**src/rtl/key_schedule_dec.sv**
```systemverilog
// DES decryption key schedule.
// Walks the encryption schedule backwards: it loads the PC1-permuted key, then
// emits K16 down to K1, one key per accepted handshake. The C/D halves rotate
// right between keys, so no key storage is needed.
//
// Handshake: k is offered while k_valid is high. It is consumed on a rising
// edge where k_valid && k_ready. While k_valid && !k_ready, k, idx and r stay
// stable. k_ready has no effect while k_valid is low.

// PC2 permutation: selects 48 of the 56 {C,D} bits.
// Input bit n of the DES table maps to cd[56-n].
module perm_pc2 (
  input  logic [55:0] cd,
  output logic [47:0] k
);
  assign k = {cd[42], cd[39], cd[45], cd[32], cd[55], cd[51],
              cd[53], cd[28], cd[41], cd[50], cd[35], cd[46],
              cd[33], cd[37], cd[44], cd[52], cd[30], cd[48],
              cd[40], cd[49], cd[29], cd[36], cd[43], cd[54],
              cd[15], cd[4],  cd[25], cd[19], cd[9],  cd[1],
              cd[26], cd[16], cd[5],  cd[11], cd[23], cd[8],
              cd[12], cd[7],  cd[17], cd[0],  cd[22], cd[3],
              cd[10], cd[14], cd[6],  cd[20], cd[27], cd[24]};
endmodule

module key_schedule_dec (
  input  logic        clk,
  input  logic        rst,
  input  logic        start,
  input  logic [55:0] x,
  output logic        busy,
  output logic        k_valid,
  input  logic        k_ready,
  output logic [47:0] k,
  output logic [3:0]  idx,
  output logic [55:0] r,
  output logic        done
);

  typedef enum logic {IDLE, GEN} state_t;

  state_t      state_q, state_d;
  logic [27:0] c_q, c_d;
  logic [27:0] d_q, d_d;
  logic [3:0]  idx_q, idx_d;
  logic        done_q, done_d;
  logic        one_step;

  // Encryption rounds 1, 2, 9 and 16 shift by one. Here that is idx 15, 8 and 1.
  // idx 0 never rotates.
  assign one_step = (idx_q == 4'd15) || (idx_q == 4'd8) || (idx_q == 4'd1);

  // Next-state logic. The total encryption rotation is 28, which is the identity.
  // So the loaded key is already {C16,D16}.
  always_comb begin
    state_d = state_q;
    c_d     = c_q;
    d_d     = d_q;
    idx_d   = idx_q;
    done_d  = 1'b0;
    case (state_q)
      IDLE: begin
        if (start) begin
          c_d     = x[55:28];
          d_d     = x[27:0];
          idx_d   = 4'd15;
          state_d = GEN;
        end
      end
      GEN: begin
        if (k_ready) begin
          if (idx_q == 4'd0) begin
            state_d = IDLE;
            done_d  = 1'b1;
          end else begin
            if (one_step) begin
              c_d = {c_q[0], c_q[27:1]};
              d_d = {d_q[0], d_q[27:1]};
            end else begin
              c_d = {c_q[1:0], c_q[27:2]};
              d_d = {d_q[1:0], d_q[27:2]};
            end
            idx_d = idx_q - 4'd1;
          end
        end
      end
      default: state_d = IDLE;
    endcase
  end

  // State and datapath registers. Reset clears everything immediately.
  always_ff @(posedge clk or negedge rst) begin
    if (!rst) begin
      state_q <= IDLE;
      c_q     <= '0;
      d_q     <= '0;
      idx_q   <= '0;
      done_q  <= 1'b0;
    end else begin
      state_q <= state_d;
      c_q     <= c_d;
      d_q     <= d_d;
      idx_q   <= idx_d;
      done_q  <= done_d;
    end
  end

  assign busy    = (state_q == GEN);
  assign k_valid = (state_q == GEN);
  assign idx     = idx_q;
  assign r       = {c_q, d_q};
  assign done    = done_q;

  perm_pc2 u_pc2 (
    .cd (r),
    .k  (k)
  );

endmodule

```
**config.mk**
```make
export PLATFORM = sky130hd
export DESIGN_NAME = key_schedule_dec
export DESIGN_NICKNAME = d
export VERILOG_FILES = /design/src/rtl/key_schedule_dec.sv
export SDC_FILE = /design/constraint.sdc
export NUM_CORES = 1
export LEC_CHECK = 0
export BUFFER_PORTS_ARGS = -buffer_cell sky130_fd_sc_hd__buf_4
export CAP_MARGIN = 0
export CORE_MARGIN = 5
export CORE_UTILIZATION = 45
export DETAILED_ROUTE_END_ITERATION = 12
export PLACE_DENSITY = 0.74
export SLEW_MARGIN = 10
export SYNTH_ARGS = -nofsm -noshare
export SYNTH_HDL_FRONTEND = slang
export SYNTH_SLANG_ARGS = --single-unit
```
**constraint.sdc**
```tcl
create_clock -name clk -period 3.2 [get_ports clk]
set_input_delay 0.16 -clock clk [delete_from_list [all_inputs] [get_ports clk]]
set_output_delay 0.16 -clock clk [all_outputs]
set_load 0.1 [all_outputs]
```
# ---- After elaboration in Yosys (flattened, before gate mapping)
# Index checks and enable logic that the tools add are counted.
dict set report totals {
  register_bits 62
  wordCells 38
  inputBits 60
}
dict set report op_classes {
  eq_ne 6
  reduce_logical 4
  muxes 21
  bitwise_logic 1
  addsub 1
}
# operator count
set ops {}
lappend ops {{two-way mux 28 bit} 8}
lappend ops {{one-hot mux 28 bit (2 select lines)} 2}
lappend ops {{two-way mux 4 bit} 3}
lappend ops {{equality test 4 bit, second input constant} 2}
lappend ops {{one-hot mux 4 bit (2 select lines)} 1}
lappend ops {{two-way mux 1 bit} 6}
lappend ops {{!= test 2 bit, second input constant} 3}
lappend ops {{equality test 4 x 1 -> 1 bit, second input constant} 1}
lappend ops {{logical NOT 4 bit} 1}
lappend ops {{subtractor 4 x 1 -> 4 bit, second input constant} 1}
lappend ops {{AND reduction 3 bit} 1}
lappend ops {{logical OR 1 bit} 2}
lappend ops {{one-hot mux 1 bit (2 select lines)} 1}
lappend ops {{inverter 1 bit} 1}

# ---- Longest topological paths before layout
dict set report depth {
  depth_word 7
  mapped_depth 8
  ltp_nobuf 6
}

# ---- Modules after synthesis
# Synthesis repeated with hierarchy kept, for this count alone.
dict set report unflattened {
  hier_cells 512
  hier_area_um2 4518.1
}
# mod area_each_um2 cells_each instances seq_area_each_um2
set by_module_without_submodules {}
lappend by_module_without_submodules {key_schedule_dec 4157.7 464 1 1551.5}
lappend by_module_without_submodules {perm_pc2 360.3 48 1 0.0}

# ---- Worst setup path before layout
# OpenSTA, ideal clock, no wires.
dict set report synth_path {
  path_type {register -> register}
  from {register idx_q[0] (netlist: idx[0])}
  to {register d_q[10]}
  required_ps 3117
  setup_slack_ps 588
  path_stages_with_launch 9
  t_arrival_ps 2528
  path_buffers 2
  cell_sequence {dfrtp_1 > inv_1 > ha_1 > mux2_2 > mux2_2 > buf_6 > buf_6 > mux2i_1 > o21ai_0}
}
dict set report synth_via {
  elab_chain_cells 7
  word_cells_on_any_way 12
  classes_between {eq/ne (4); mux (4); reduce/logical (4)}
}
# item line_no
set synth_rtl {}
lappend synth_rtl {{start, declared} 45} ;# logic [3:0] idx_q, idx_d;
lappend synth_rtl {{start signal, assigned} 103} ;# idx_q <= idx_d;
lappend synth_rtl {{equality test 4 bit} 51} ;# assign one_step = (idx_q == 4'd15) || (idx_q == 4'd8) || (idx_q == 4'd1);
lappend synth_rtl {{logical OR 1 bit (2 in a row)} 51}
lappend synth_rtl {{two-way mux 28 bit} 76} ;# if (one_step) begin
lappend synth_rtl {{two-way mux 28 bit} 72} ;# if (idx_q == 4'd0) begin
lappend synth_rtl {{two-way mux 28 bit} 71} ;# if (k_ready) begin
lappend synth_rtl {{one-hot mux 28 bit (2 select lines)} 61} ;# case (state_q)
lappend synth_rtl {{end signal, assigned} 96} ;# d_q <= '0;
lappend synth_rtl {{end signal, assigned} 102} ;# d_q <= d_d;
lappend synth_rtl {{end, declared} 44} ;# logic [27:0] d_q, d_d;
# Several ways; a longest one is shown, not always the timed one. The select of a mux whose other input is x is not followed.
# A chain may end at the register's enable or synchronous reset.

# ---- Worst setup path in the final report
dict set report layout_path {
  from {register idx_q[0] (netlist: idx[0])}
  to {register d_q[4]}
}
# The elaborated chain is that of the path after synthesis.

==> impl_metrics.py <==
metrics = {
    "grt": {
        "grt_overflow": 0,
        "grt_max_degree": 117,
        "grt_pass1_wl_um": 18800,
        "grt_pass1_vias": 3739,
        "grt_use_total_pct": 19.3,
        "antenna_found_initial": 0,
    },
    "floorplan": {
        "dieArea_mm2": 0.0121,
        "coreArea_mm2": 0.00977,
        "num_rows": 36,
        "dieWidth_um": 110,
        "io_pins": 171,
        "start_util_pct": 46.2,
        "die_h_um": 110,
    },
    "critical_path": {
        "critical_path.startpoint_type": "flop",
        "rrSetupSlack_ns": 0.46,
        "cp-end-kind": "flop",
        "cp_slowest_stage_delay_ns": 0.70,
        "cpMostUsedCell": "mux2_2",
        "crit_chain": "inv_1, ha_1, mux2_2, mux2_2, mux2i_1, o21ai_0",
        "crit_slowest_cell": "mux2_2",
        "crit_fanout": 39,
        "cp.arrival_ns": 2.92,
        "cp_data_required_time_ns": 3.37,
        "crit_type": "flop to flop",
    },
    "place": {
        "place_congestion": 0.771,
        "portBuffers": 170,
        "placed_cells": 723,
        "dp_hpwl_um": 7980,
    },
    "sta": {
        "grt_setup_unrepaired": "no",
        "min_period_ns": 2.74,
        "finalSetupViolCount": 0,
        "fin_tns_setup_ns": 0,
        "fmax_ghz": 0.365,
        "slew_viol_final": 0,
        "finalCritPeriodShare_pct": 85.7,
        "slew_headroom_pct": 33.3,
        "whs_ns": 0.0507,
        "max_slew.worst_pin.slew_ns": 1.00,
        "finClkSkew_ns": 0.0131,
        "hold_violations": 0,
    },
    "synthesis": {
        "syn-mean-instance-area_um2": 8.82,
        "ys_seq_area_share_pct": 34.3,
        "syn-num-nets": 576,
        "ys_ff_latch": 62,
        "ys_top_cells_by_area": "dfrtp_1, mux2i_1, buf_4",
        "synth_warnings": 0,
        "synthCells": 512,
        "netlist_area_mm2": 0.00452,
        "synthDistinctLibCells": 25,
        "synth_top_area_cell": "dfrtp_1",
        "synth_top_area_share_pct": 34.3,
    },
    "route": {
        "drt_iter0_drc": 218,
        "vias_per_cell": 5.61,
        "drc": 0,
        "vias": 4150,
        "first_pass_iters": 4,
        "ant_nets": 0,
        "totalWireLength_um": 11900,
        "wl_per_cell_um": 16.1,
    },
    "cells_and_area": {
        "final_cells": 740,
        "final_nets": 666,
        "n_antenna_cell": 0,
        "drive_gt1_share_pct": 33.3,
        "area_delta_synth_final_pct": 25.5,
    },
    "clocking": {
        "cts_sinks": 62,
        "clk_pin_slew_ns": 0.08,
        "clock_latency_ns": 0.34,
        "cts_tree": "built",
        "ctsResizeCount": 0,
        "cts_buffers": 9,
        "cts_hold_buf": 1,
        "post_cts_buffers": 0,
        "htreeDepth": 3,
        "cts_buffer_depth": 2,
        "cts_root_buf": "clkbuf_8",
    },
    "min_path": {
        "hold_path.class": "primary input to flop",
    },
    "run": {
        "cap_violations": 0,
    },
    "run_status": {
        "outcome": "complete, no violations",
    },
}
-- worst paths after layout --
path / startpoint / end / cells past startpoint
max: idx[0]$_DFFE_PN0P_ / d_q[4]$_DFFE_PN0P_ / 6
min: x[8] / d_q[8]$_DFFE_PN0P_ / 3
max reg2reg: idx[0]$_DFFE_PN0P_ / d_q[4]$_DFFE_PN0P_ / 6
min reg2reg: d_q[18]$_DFFE_PN0P_ / d_q[18]$_DFFE_PN0P_ / 1
max in group asynchronous: rst / idx[3]$_DFFE_PN0P_ / 2
min in group asynchronous: rst / c_q[18]$_DFFE_PN0P_ / 2
-- critical path, delay by kind of cell (launching register included) --
kind / cells / cell delay, ns
adders and majority gates: 1 / 0.24
DFF: 1 / 0.44
AOI/OAI and AO/OA: 1 / 0.12
buffers and inverters: 1 / 0.15
muxes: 3 / 1.63
-- per-stage QoR --
step                      setup WS, ns  util (%)  cell area [µm²]
after detailed placement         0.455      55.6             5440
after global routing             0.228      58.0             5670
after CTS                        0.437      58.0             5670
after global placement           0.630      55.6             5440
after floorplan                  0.588         -             4520
final                            0.459      58.0             5670
-- per-layer routing --
layer | track usage, % | routed length (µm) | vias to the layer above
met5 | 0 | 0 | -
met1 | 25.0 | 4910 | 1999
li1 | - | - | 2018
met4 | 4.49 | 97 | 0
met3 | 5.59 | 949 | 8
met2 | 32.1 | 5930 | 125
-- final cells by class --
class                   count  area, µm²
multi-input cells         348       2360
repair buffers            179       1360
inverters                   2       7.51
clock buffers               9        124
clock inverters             7        103
fillers                   867       4100
well taps                 133        166
flip-flops and latches     62       1560
-- sequential cells by signal, summed over array words and instances (netlist names) --
signal  cells
c_q        28
d_q        28
idx         4
busy        1
done        1
-- layout by cell type, fill, tap and decap left out, drive strengths merged --
cell type / Yosys / routed
buf: 78 / 178
nor2: 81 / 81
nand3: 77 / 77
dfrtp: 62 / 62
mux2i: 58 / 58
o2111ai: 38 / 38
a22o: 38 / 38
a22oi: 18 / 18
o21ai: 18 / 18
clkbuf: 22 / 9
inv: 2 / 5
ha: 4 / 4
nand2: 3 / 3
mux2: 2 / 2
nand4: 2 / 2
xor2: 2 / 2
bufinv: 0 / 2
nor2b: 2 / 2
or3b: 1 / 1
a31oi: 1 / 1
nand2b: 1 / 1
a21oi: 1 / 1
nor3: 1 / 1
clkinvlp: 0 / 1
clkinv: 0 / 1
dlygate4sd3: 0 / 1
-- logic make-up after synthesis --
kind of cell	Yosys count	synth area share, %
adders and majority gates	4	1.11
and+or+nand+nor	168	16.6
AOI/OAI and AO/OA	114	20.3
muxes	60	13.3
buffers and inverters	102	14.0
DFF	62	34.3
xor gates and xnor gates	2	0.388
-- synth_stat cells (all sizes together) --
cell     instances
or3b             1
nand4            2
clkbuf          22
nor2b            2
a22oi           18
nor3             1
buf             78
dfrtp           62
nand3           77
nand2            3
mux2             2
mux2i           58
a22o            38
o2111ai         38
xor2             2
o21ai           18
nand2b           1
inv              2
a21oi            1
nor2            81
a31oi            1
ha               4
Power is not shown: default switching activity piles up to over one toggle a cycle in this logic, so the estimate is an artifact.
